==> src/rtl/turn_signal_seq.sv <==
// Tail-light sequencer for left, right and hazard signalling with LAMPS lamps per side.
// Optional `BRAKE_EN` adds a brake input that forces the non-sequencing side(s) on.
module turn_signal_seq #(
  parameter int LAMPS = 3,
  parameter int DIV_W = 25
) (
  input  logic             clk,
  input  logic             rst,
  input  logic             left,
  input  logic             right,
  input  logic             hazard,
`ifdef BRAKE_EN
  input  logic             brake,
`endif
  output logic [LAMPS-1:0] lamp_l,
  output logic [LAMPS-1:0] lamp_r,
  output logic             tick,
  output logic             busy
);

  localparam int SW = $clog2(LAMPS + 1);
  localparam logic [SW-1:0] LAST_STEP = SW'(LAMPS);

  typedef enum logic [1:0] {
    IDLE  = 2'd0,
    LEFT  = 2'd1,
    RIGHT = 2'd2,
    HAZ   = 2'd3
  } state_t;

  state_t           state, state_n;
  logic [SW-1:0]    step, step_n;
  logic [SW-1:0]    step_inc;
  logic [LAMPS-1:0] lamp_l_q, lamp_l_n;
  logic [LAMPS-1:0] lamp_r_q, lamp_r_n;
  logic [DIV_W-1:0] div_cnt;
  logic             req_hz, req_l, req_r;

  // Free-running divider; the all-ones count is the one-cycle enable.
  always_ff @(posedge clk) begin
    if (rst) div_cnt <= '0;
    else     div_cnt <= div_cnt + 1'b1;
  end

  assign tick = &div_cnt;

  assign req_hz = hazard | (left & right);
  assign req_l  = left & ~req_hz;
  assign req_r  = right & ~req_hz;

  assign step_inc = step + 1'b1;

  // Thermometer fill: the low n lamps lit, starting from the inboard end.
  function automatic logic [LAMPS-1:0] fill(input logic [SW-1:0] n);
    logic [LAMPS-1:0] f;
    for (int i = 0; i < LAMPS; i++) f[i] = (int'(n) > i);
    return f;
  endfunction

  always_ff @(posedge clk) begin
    if (rst) begin
      state    <= IDLE;
      step     <= '0;
      lamp_l_q <= '0;
      lamp_r_q <= '0;
    end else begin
      state    <= state_n;
      step     <= step_n;
      lamp_l_q <= lamp_l_n;
      lamp_r_q <= lamp_r_n;
    end
  end

  always_comb begin
    state_n  = state;
    step_n   = step;
    lamp_l_n = lamp_l_q;
    lamp_r_n = lamp_r_q;
    if (tick) begin
      case (state)
        IDLE: begin
          lamp_l_n = '0;
          lamp_r_n = '0;
          if (req_hz) begin
            state_n  = HAZ;
            step_n   = '0;
            lamp_l_n = '1;
            lamp_r_n = '1;
          end else if (req_l) begin
            state_n  = LEFT;
            step_n   = SW'(1);
            lamp_l_n = fill(SW'(1));
          end else if (req_r) begin
            state_n  = RIGHT;
            step_n   = SW'(1);
            lamp_r_n = fill(SW'(1));
          end
        end
        LEFT, RIGHT: begin
          if (req_hz) begin
            state_n  = HAZ;
            step_n   = '0;
            lamp_l_n = '1;
            lamp_r_n = '1;
          end else if (step < LAST_STEP) begin
            step_n   = step_inc;
            lamp_l_n = (state == LEFT)  ? fill(step_inc) : '0;
            lamp_r_n = (state == RIGHT) ? fill(step_inc) : '0;
          end else begin
            state_n  = IDLE;
            step_n   = '0;
            lamp_l_n = '0;
            lamp_r_n = '0;
          end
        end
        default: begin
          state_n  = IDLE;
          step_n   = '0;
          lamp_l_n = '0;
          lamp_r_n = '0;
        end
      endcase
    end
  end

  // Brake overlays the registered pattern combinationally, independent of tick.
  always_comb begin
    busy   = (state != IDLE);
    lamp_l = lamp_l_q;
    lamp_r = lamp_r_q;
`ifdef BRAKE_EN
    if (brake && (state == IDLE || state == RIGHT)) lamp_l = '1;
    if (brake && (state == IDLE || state == LEFT))  lamp_r = '1;
`endif
  end

endmodule
==> config.mk <==
export PLATFORM = sky130hd
export DESIGN_NAME = turn_signal_seq
export DESIGN_NICKNAME = d
export VERILOG_FILES = /design/src/rtl/turn_signal_seq.sv
export SDC_FILE = /design/constraint.sdc
export NUM_CORES = 1
export LEC_CHECK = 0
export ABC_AREA = 1
export BUFFER_PORTS_ARGS = -buffer_cell sky130_fd_sc_hd__buf_2
export CORE_ASPECT_RATIO = 0.5
export CORE_MARGIN = 2
export CORE_UTILIZATION = 40
export DETAILED_ROUTE_END_ITERATION = 8
export MAX_ROUTING_LAYER = met4
export PLACE_DENSITY_LB_ADDON = 0.15
export REMOVE_ABC_BUFFERS = 1
export SLEW_MARGIN = 0
export SYNTH_ARGS = -nofsm -noshare
export SYNTH_HDL_FRONTEND = slang
export SYNTH_SLANG_ARGS = --single-unit
==> constraint.sdc <==
create_clock -name clk -period 1.8 [get_ports clk]
set_input_delay 0.27 -clock clk [delete_from_list [all_inputs] [get_ports clk]]
set_output_delay 0.27 -clock clk [all_outputs]
set_load 0.01 [all_outputs]
==> flow_metrics.env, run 1 <==
export IMPL_outcome="finished clean"
export IMPL_seqPwrFrac=0.492
export IMPL_p_per_area_nw_per_um2=699
export IMPL_hold_path_class="in2reg"
export IMPL_cts_made_buffers=5
export IMPL_finalMaxSlewViolations=0
export IMPL_placed_cell_area_um2=2100
export IMPL_syn_area_um2=1950
export IMPL_design_die_area_um2=5470
export IMPL_min_from="rst"
export IMPL_clock_sinks=35
export IMPL_final_period_utilization=0.945
export IMPL_drive_above_1_share=0.181
export IMPL_cp_slowest_cell="dfxtp_2"
export IMPL_die_height_um=53.3
export IMPL_io_buffer_count=12
export IMPL_synth_top_flop_cell="dfxtp_1"
export IMPL_start_util=0.429
export IMPL_cts_hold_buffers_added=0
export IMPL_vias=1793
export IMPL_critical_path_class="reg2out"
export IMPL_r2r_slack_ps=240
export IMPL_synth_common_cells="nand2_1, nor2_1, dfxtp_1"
export IMPL_ff_latch_area_um2=711
export IMPL_vdd_drop_max_uv=270
export IMPL_fillers=457
export IMPL_setup_viol=0
export IMPL_critPathMaxStageDelay_ps=350
export IMPL_p_comb_frac=0.039
export IMPL_min_period_ps=1700
export IMPL_drtAntennaViolNets=0
export IMPL_wl_um=4160
export IMPL_place_hpwl_um=3180
export IMPL_intPower_w=0.00125
export IMPL_total_power_w=0.00160
export IMPL_clock_skew_ps=11.3
export IMPL_grt_overflow=0
export IMPL_timing_rr_end="state[0]"
export IMPL_stdcell_area_um2=2290
export IMPL_rows=17
export IMPL_cp_data_arrival_time_ps=1430
export IMPL_syn_to_final_growth_pct=17.7
export IMPL_yosys_area_top_type_share=0.360
export IMPL_first_global_vias=1569
export IMPL_post_layout_nonfiller_instances=387
export IMPL_ioPinCount=13
export IMPL_grt_max_degree=15
export IMPL_core_area_um2=4530
export IMPL_pwr_share_clk=0.469
export IMPL_clkTransAtPathRegs_ps=80
export IMPL_synth_edf_count=0
export IMPL_relSlewSlack=0.785
export IMPL_num_antenna_cells=0
export IMPL_grt_pass1_wl_um=6820
export IMPL_max_freq_mhz=588
export IMPL_r2r_start="state[0]"
export IMPL_worst_pin_slew_ps=323
export IMPL_ys_seq_area_frac=0.360
export IMPL_synth_most_common_cell="nand2_1"
export IMPL_first_iter_violations=56
export IMPL_place_congestion=0.828
export IMPL_first_pass_iters=4
export IMPL_dieWidth_um=103
export IMPL_worst_setup_path_start_kind="register"
export IMPL_worstPathRequired_ps=1530
export IMPL_final_util=0.505
export IMPL_dp_cells=374
export IMPL_p_sw_w=0.000345
export IMPL_wl_per_cell_um=10.7
export IMPL_synth_top_area_cell="dfxtp_1"
export IMPL_ys_seq_elements=35
export IMPL_fin_nets=332
export IMPL_async_reset_ff_frac=0
export IMPL_antenna_found_initial=0
export IMPL_critical_path_cell_chain="ha_4 -> nand2_4 -> nor2_8 -> nand2_4 -> nor2_8 -> nand3_4 -> inv_1 -> buf_2"
export IMPL_cts_tree="built"
export IMPL_synth_warnings=0
export IMPL_viasPerCell=4.63
export IMPL_crit_fanout=6
export IMPL_p_leak_nw=1.04
export IMPL_swShare=0.216
export IMPL_multi_input_area_um2=1120
export IMPL_drc=0
export IMPL_yosysUniqueCellTypes=29
export IMPL_insertion_delay_ps=290
export IMPL_hold_end="div_cnt[15]"
export IMPL_synth_avg_cell_area_um2=6.60
export IMPL_netlist_top_cells_area="dfxtp_1, nand2_1, nor2_1"
export IMPL_maxCapViolations=0
export IMPL_min_path_cells=3
export IMPL_synth_cells=295
export IMPL_r2r_cells=9
export IMPL_cts_htree_levels=2
export IMPL_cts_path_max_buffers=2
export IMPL_cp_end_kind="output pin"
export IMPL_hold_violations=0
export IMPL_cts_root_buf="clkbuf_8"
export IMPL_grt_usage=0.169
export IMPL_tns_ps=0
## registers in the layout, summed over array words and instances (netlist names)
signal / flops
state: 2
step: 2
lamp_l: 3
lamp_r: 3
div_cnt: 25
## logic make-up after synthesis
| group | Yosys count | share of synthesized area |
|---|---|---|
| AOI/OAI and AO/OA | 26 | 0.0707 |
| xor gates and xnor gates | 5 | 0.0225 |
| adders and majority gates | 7 | 0.0450 |
| buffers and inverters | 39 | 0.0778 |
| DFF | 35 | 0.360 |
| and+or+nand+nor | 183 | 0.424 |
## through the flow
stage / hold WS, ps / setup WS, ps
after floorplan: 337 / 337
after global placement: 431 / 255
after detailed placement: 443 / 219
after CTS: 367 / 1.51
after global routing: 389 / -11.8
final: 359 / 98.7
## worst max-delay path: cells and delay by family, from the launching register on
family | cells | cell delay, ps
AND/OR/NAND/NOR | 5 | 460
adder cells (fa/ha/maj) | 1 | 150
flip-flops | 1 | 350
buffers and inverters | 2 | 190
## worst max-delay path by stage
stage               endpoint        start  cells past startpoint
finish                  tick   div_cnt[1]                      8
global route            tick  div_cnt[19]                      7
CTS                     tick   div_cnt[0]                      8
detailed placement      tick   div_cnt[0]                      8
global placement        tick   div_cnt[0]                      8
floorplan               tick   div_cnt[0]                      7
## what timing repair did
item | 4_1_cts | 5_1_grt
resized for setup | 5 | 9
buffers inserted | 1 | 4
setup endpoints to repair | 1 | 1
pin swaps | 1 | 4
## per-layer routing
layer  track usage  wire length (µm)  part of all wire
met5             -                 0                 0
met4        0.0400                35            0.0084
met3        0.0476               154             0.037
met2         0.285              1830              0.44
met1         0.204              2140              0.52
## cell type report
| class | count | share of cell area |
|---|---|---|
| Multi-Input combinational cell | 221 | 0.487 |
| Clock buffer | 6 | 0.0361 |
| Tap cell | 66 | 0.0361 |
| Timing Repair Buffer | 21 | 0.0557 |
| Sequential cell | 35 | 0.310 |
| Inverter | 36 | 0.0590 |
| Clock inverter | 2 | 0.0153 |
## power groups by stage
stage / Sequential, W / Combinational, W / Clock, W
final: 0.000786 / 0.0000631 / 0.000750
after global routing: 0.000787 / 0.0000739 / 0.000792
after CTS: 0.000786 / 0.0000592 / 0.000764
after detailed placement: 0.000801 / 0.0000562 / 0
after global placement: 0.000801 / 0.0000554 / 0
after floorplan: 0.000801 / 0.0000312 / 0
## cells in the final DEF (no fill, tap or decap), drive strengths merged, types with 4 or more instances in the layout
| master | count |
|---|---|
| nor3 | 4 |
| clkbuf | 6 |
| nor2 | 68 |
| o21ai | 9 |
| a21oi | 13 |
| buf | 21 |
| ha | 7 |
| nand3 | 18 |
| inv | 36 |
| dfxtp | 35 |
| nand2 | 87 |
(Power assumes the default switching activity.)
==> run 2, diff against run 1 <==
--- a/config.mk
+++ b/config.mk
@@ -8,7 +8,7 @@
 export ABC_AREA = 1
 export BUFFER_PORTS_ARGS = -buffer_cell sky130_fd_sc_hd__buf_2
 export CORE_ASPECT_RATIO = 0.5
-export CORE_MARGIN = 2
+export CORE_MARGIN = 1.5
 export CORE_UTILIZATION = 40
 export DETAILED_ROUTE_END_ITERATION = 8
 export MAX_ROUTING_LAYER = met4
==> flow_metrics.env, run 2 (same netlist as run 1, synthesis figures left out) <==
export IMPL_outcome="finished clean"
export IMPL_critical_path_class="reg2out"
export IMPL_path_buf_inv=2
export IMPL_final_common_cell="nand2_1"
export IMPL_layout_common_cells="nand2_1, nor2_1, inv_1"
export IMPL_cts_htree_levels=2
export IMPL_worst_setup_path_start_kind="register"
export IMPL_hold_violations=0
export IMPL_syn_to_final_growth_pct=15.4
export IMPL_tns_ps=0
export IMPL_cp_data_arrival_time_ps=1450
export IMPL_stdcell_area_um2=2250
export IMPL_fin_ws_ps=83.3
export IMPL_insertion_delay_ps=290
export IMPL_critical_path_cell_chain="ha_4 -> nand2_4 -> nor2_8 -> nand2_4 -> nor2_8 -> nand3_4 -> inv_1 -> buf_2"
export IMPL_num_antenna_cells=0
export IMPL_p_per_area_nw_per_um2=622
export IMPL_core_area_um2=4530
export IMPL_worst_pin_slew_ps=260
export IMPL_place_congestion=0.792
export IMPL_place_hpwl_um=3090
export IMPL_top_register="div_cnt"
export IMPL_cp_end_kind="output pin"
export IMPL_min_from="rst"
export IMPL_fin_nets=331
export IMPL_first_global_vias=1560
export IMPL_wl_um=4140
export IMPL_cp_slowest_cell="dfxtp_2"
export IMPL_grt_overflow=0
export IMPL_design_die_area_um2=5320
export IMPL_crit_fanout=5
export IMPL_dieWidth_um=102
export IMPL_vdd_drop_max_uv=295
export IMPL_setup_viol=0
export IMPL_dp_worst_setup_slack_ps=214
export IMPL_r2r_start="state[0]"
export IMPL_final_period_utilization=0.954
export IMPL_worstPathRequired_ps=1530
export IMPL_cts_path_max_buffers=2
export IMPL_rows=17
export IMPL_cts_tree="built"
export IMPL_fin_worst_hold_slack_ps=356
export IMPL_clock_sinks=35
export IMPL_first_iter_violations=64
export IMPL_io_buffer_count=12
export IMPL_viasPerCell=4.64
export IMPL_ioPinCount=13
export IMPL_grt_pass1_wl_um=6810
export IMPL_largest_reg_flops=25
export IMPL_min_period_ps=1720
export IMPL_maxCapViolations=0
export IMPL_cts_made_buffers=5
export IMPL_grt_max_degree=22
export IMPL_relSlewSlack=0.825
export IMPL_grt_usage=0.176
export IMPL_p_leak_nw=1.02
export IMPL_first_pass_iters=4
export IMPL_vias=1790
export IMPL_drc=0
export IMPL_max_freq_mhz=583
export IMPL_clkTransAtPathRegs_ps=70
export IMPL_placed_cell_area_um2=2090
export IMPL_start_util=0.429
export IMPL_clock_skew_ps=7.57
export IMPL_wl_per_cell_um=10.7
export IMPL_critPathMaxStageDelay_ps=360
export IMPL_critPathLaunch="div_cnt[1]"
export IMPL_die_height_um=52.3
export IMPL_hold_path_class="in2reg"
export IMPL_antenna_found_initial=0
export IMPL_min_path_cells=3
export IMPL_drtAntennaViolNets=0
export IMPL_worst_path_stages=8
export IMPL_drive_above_1_share=0.172
export IMPL_finalMaxSlewViolations=0
export IMPL_r2r_cells=9
export IMPL_cts_root_buf="clkbuf_8"
export IMPL_path_delay_family="simple AND/OR/NAND/NOR gates"
==> run 2: changes by cell type in the layout (fill, tap and decap cells not counted) <==
| cell | change |
|---|---|
| dfxtp_2 | -2 |
| clkbuf_8 | -1 |
| clkinv_2 | +2 |
| buf_4 | -1 |
| bufinv_16 | -1 |
| dfxtp_1 | +2 |
==> run 2: cell type report <==
cell class | count | area [µm²]
clock buffers | 5 | 68.8
clock inverters | 3 | 15.0
fillers | 493 | 2280
inverters | 36 | 135
multi-input cells | 221 | 1120
flip-flops and latches | 35 | 708
well taps | 66 | 82.6
repair buffers | 20 | 120
==> run 2: power by group <==
group          switching (W)  internal, W  leakage (nW)   total, W
clock network       0.000285     0.000265        0.0477   0.000550
registers         0.00000651     0.000780         0.285   0.000787
logic              0.0000362    0.0000252         0.683  0.0000614
==> run 2: routing by layer <==
layer  vias to the layer above  GRT usage  routed length (µm)
met5                         -          -                   0
met4                         0     0.0417                  24
met3                         4     0.0560                 144
met2                        24      0.289                1860
met1                       794      0.214                2110
li1                        968          -                   -
==> run 2: metrics by stage <==
stage,power [W],std cells,utilization
4_1_cts,0.00142,383,0.489
6_report,0.00140,386,0.496
3_3_place_gp,0.000854,373,0.462
5_1_grt,0.00148,386,0.496
3_5_place_dp,0.000856,373,0.462
2_1_floorplan,0.000832,292,-
==> run 2: path summary, 6_finish.rpt <==
| path | to | slack, ps |
|---|---|---|
| max reg2reg | state[0] | 210 |
| min | div_cnt[0] | 360 |
| min reg2reg | div_cnt[4] | 470 |
| max | tick | 80 |
==> run 2: tightest hold or removal path, stage by stage <==
cell    delay (ps)
buf_2           80
buf_4          190
nor2_1          60
==> run 2: repair_timing <==
item	4_1_cts	5_1_grt
setup buffers	2	3
setup endpoints to repair	1	1
pin swaps	2	2
hold endpoints to repair	0	0
hold buffers	0	0
gates resized for setup	5	7
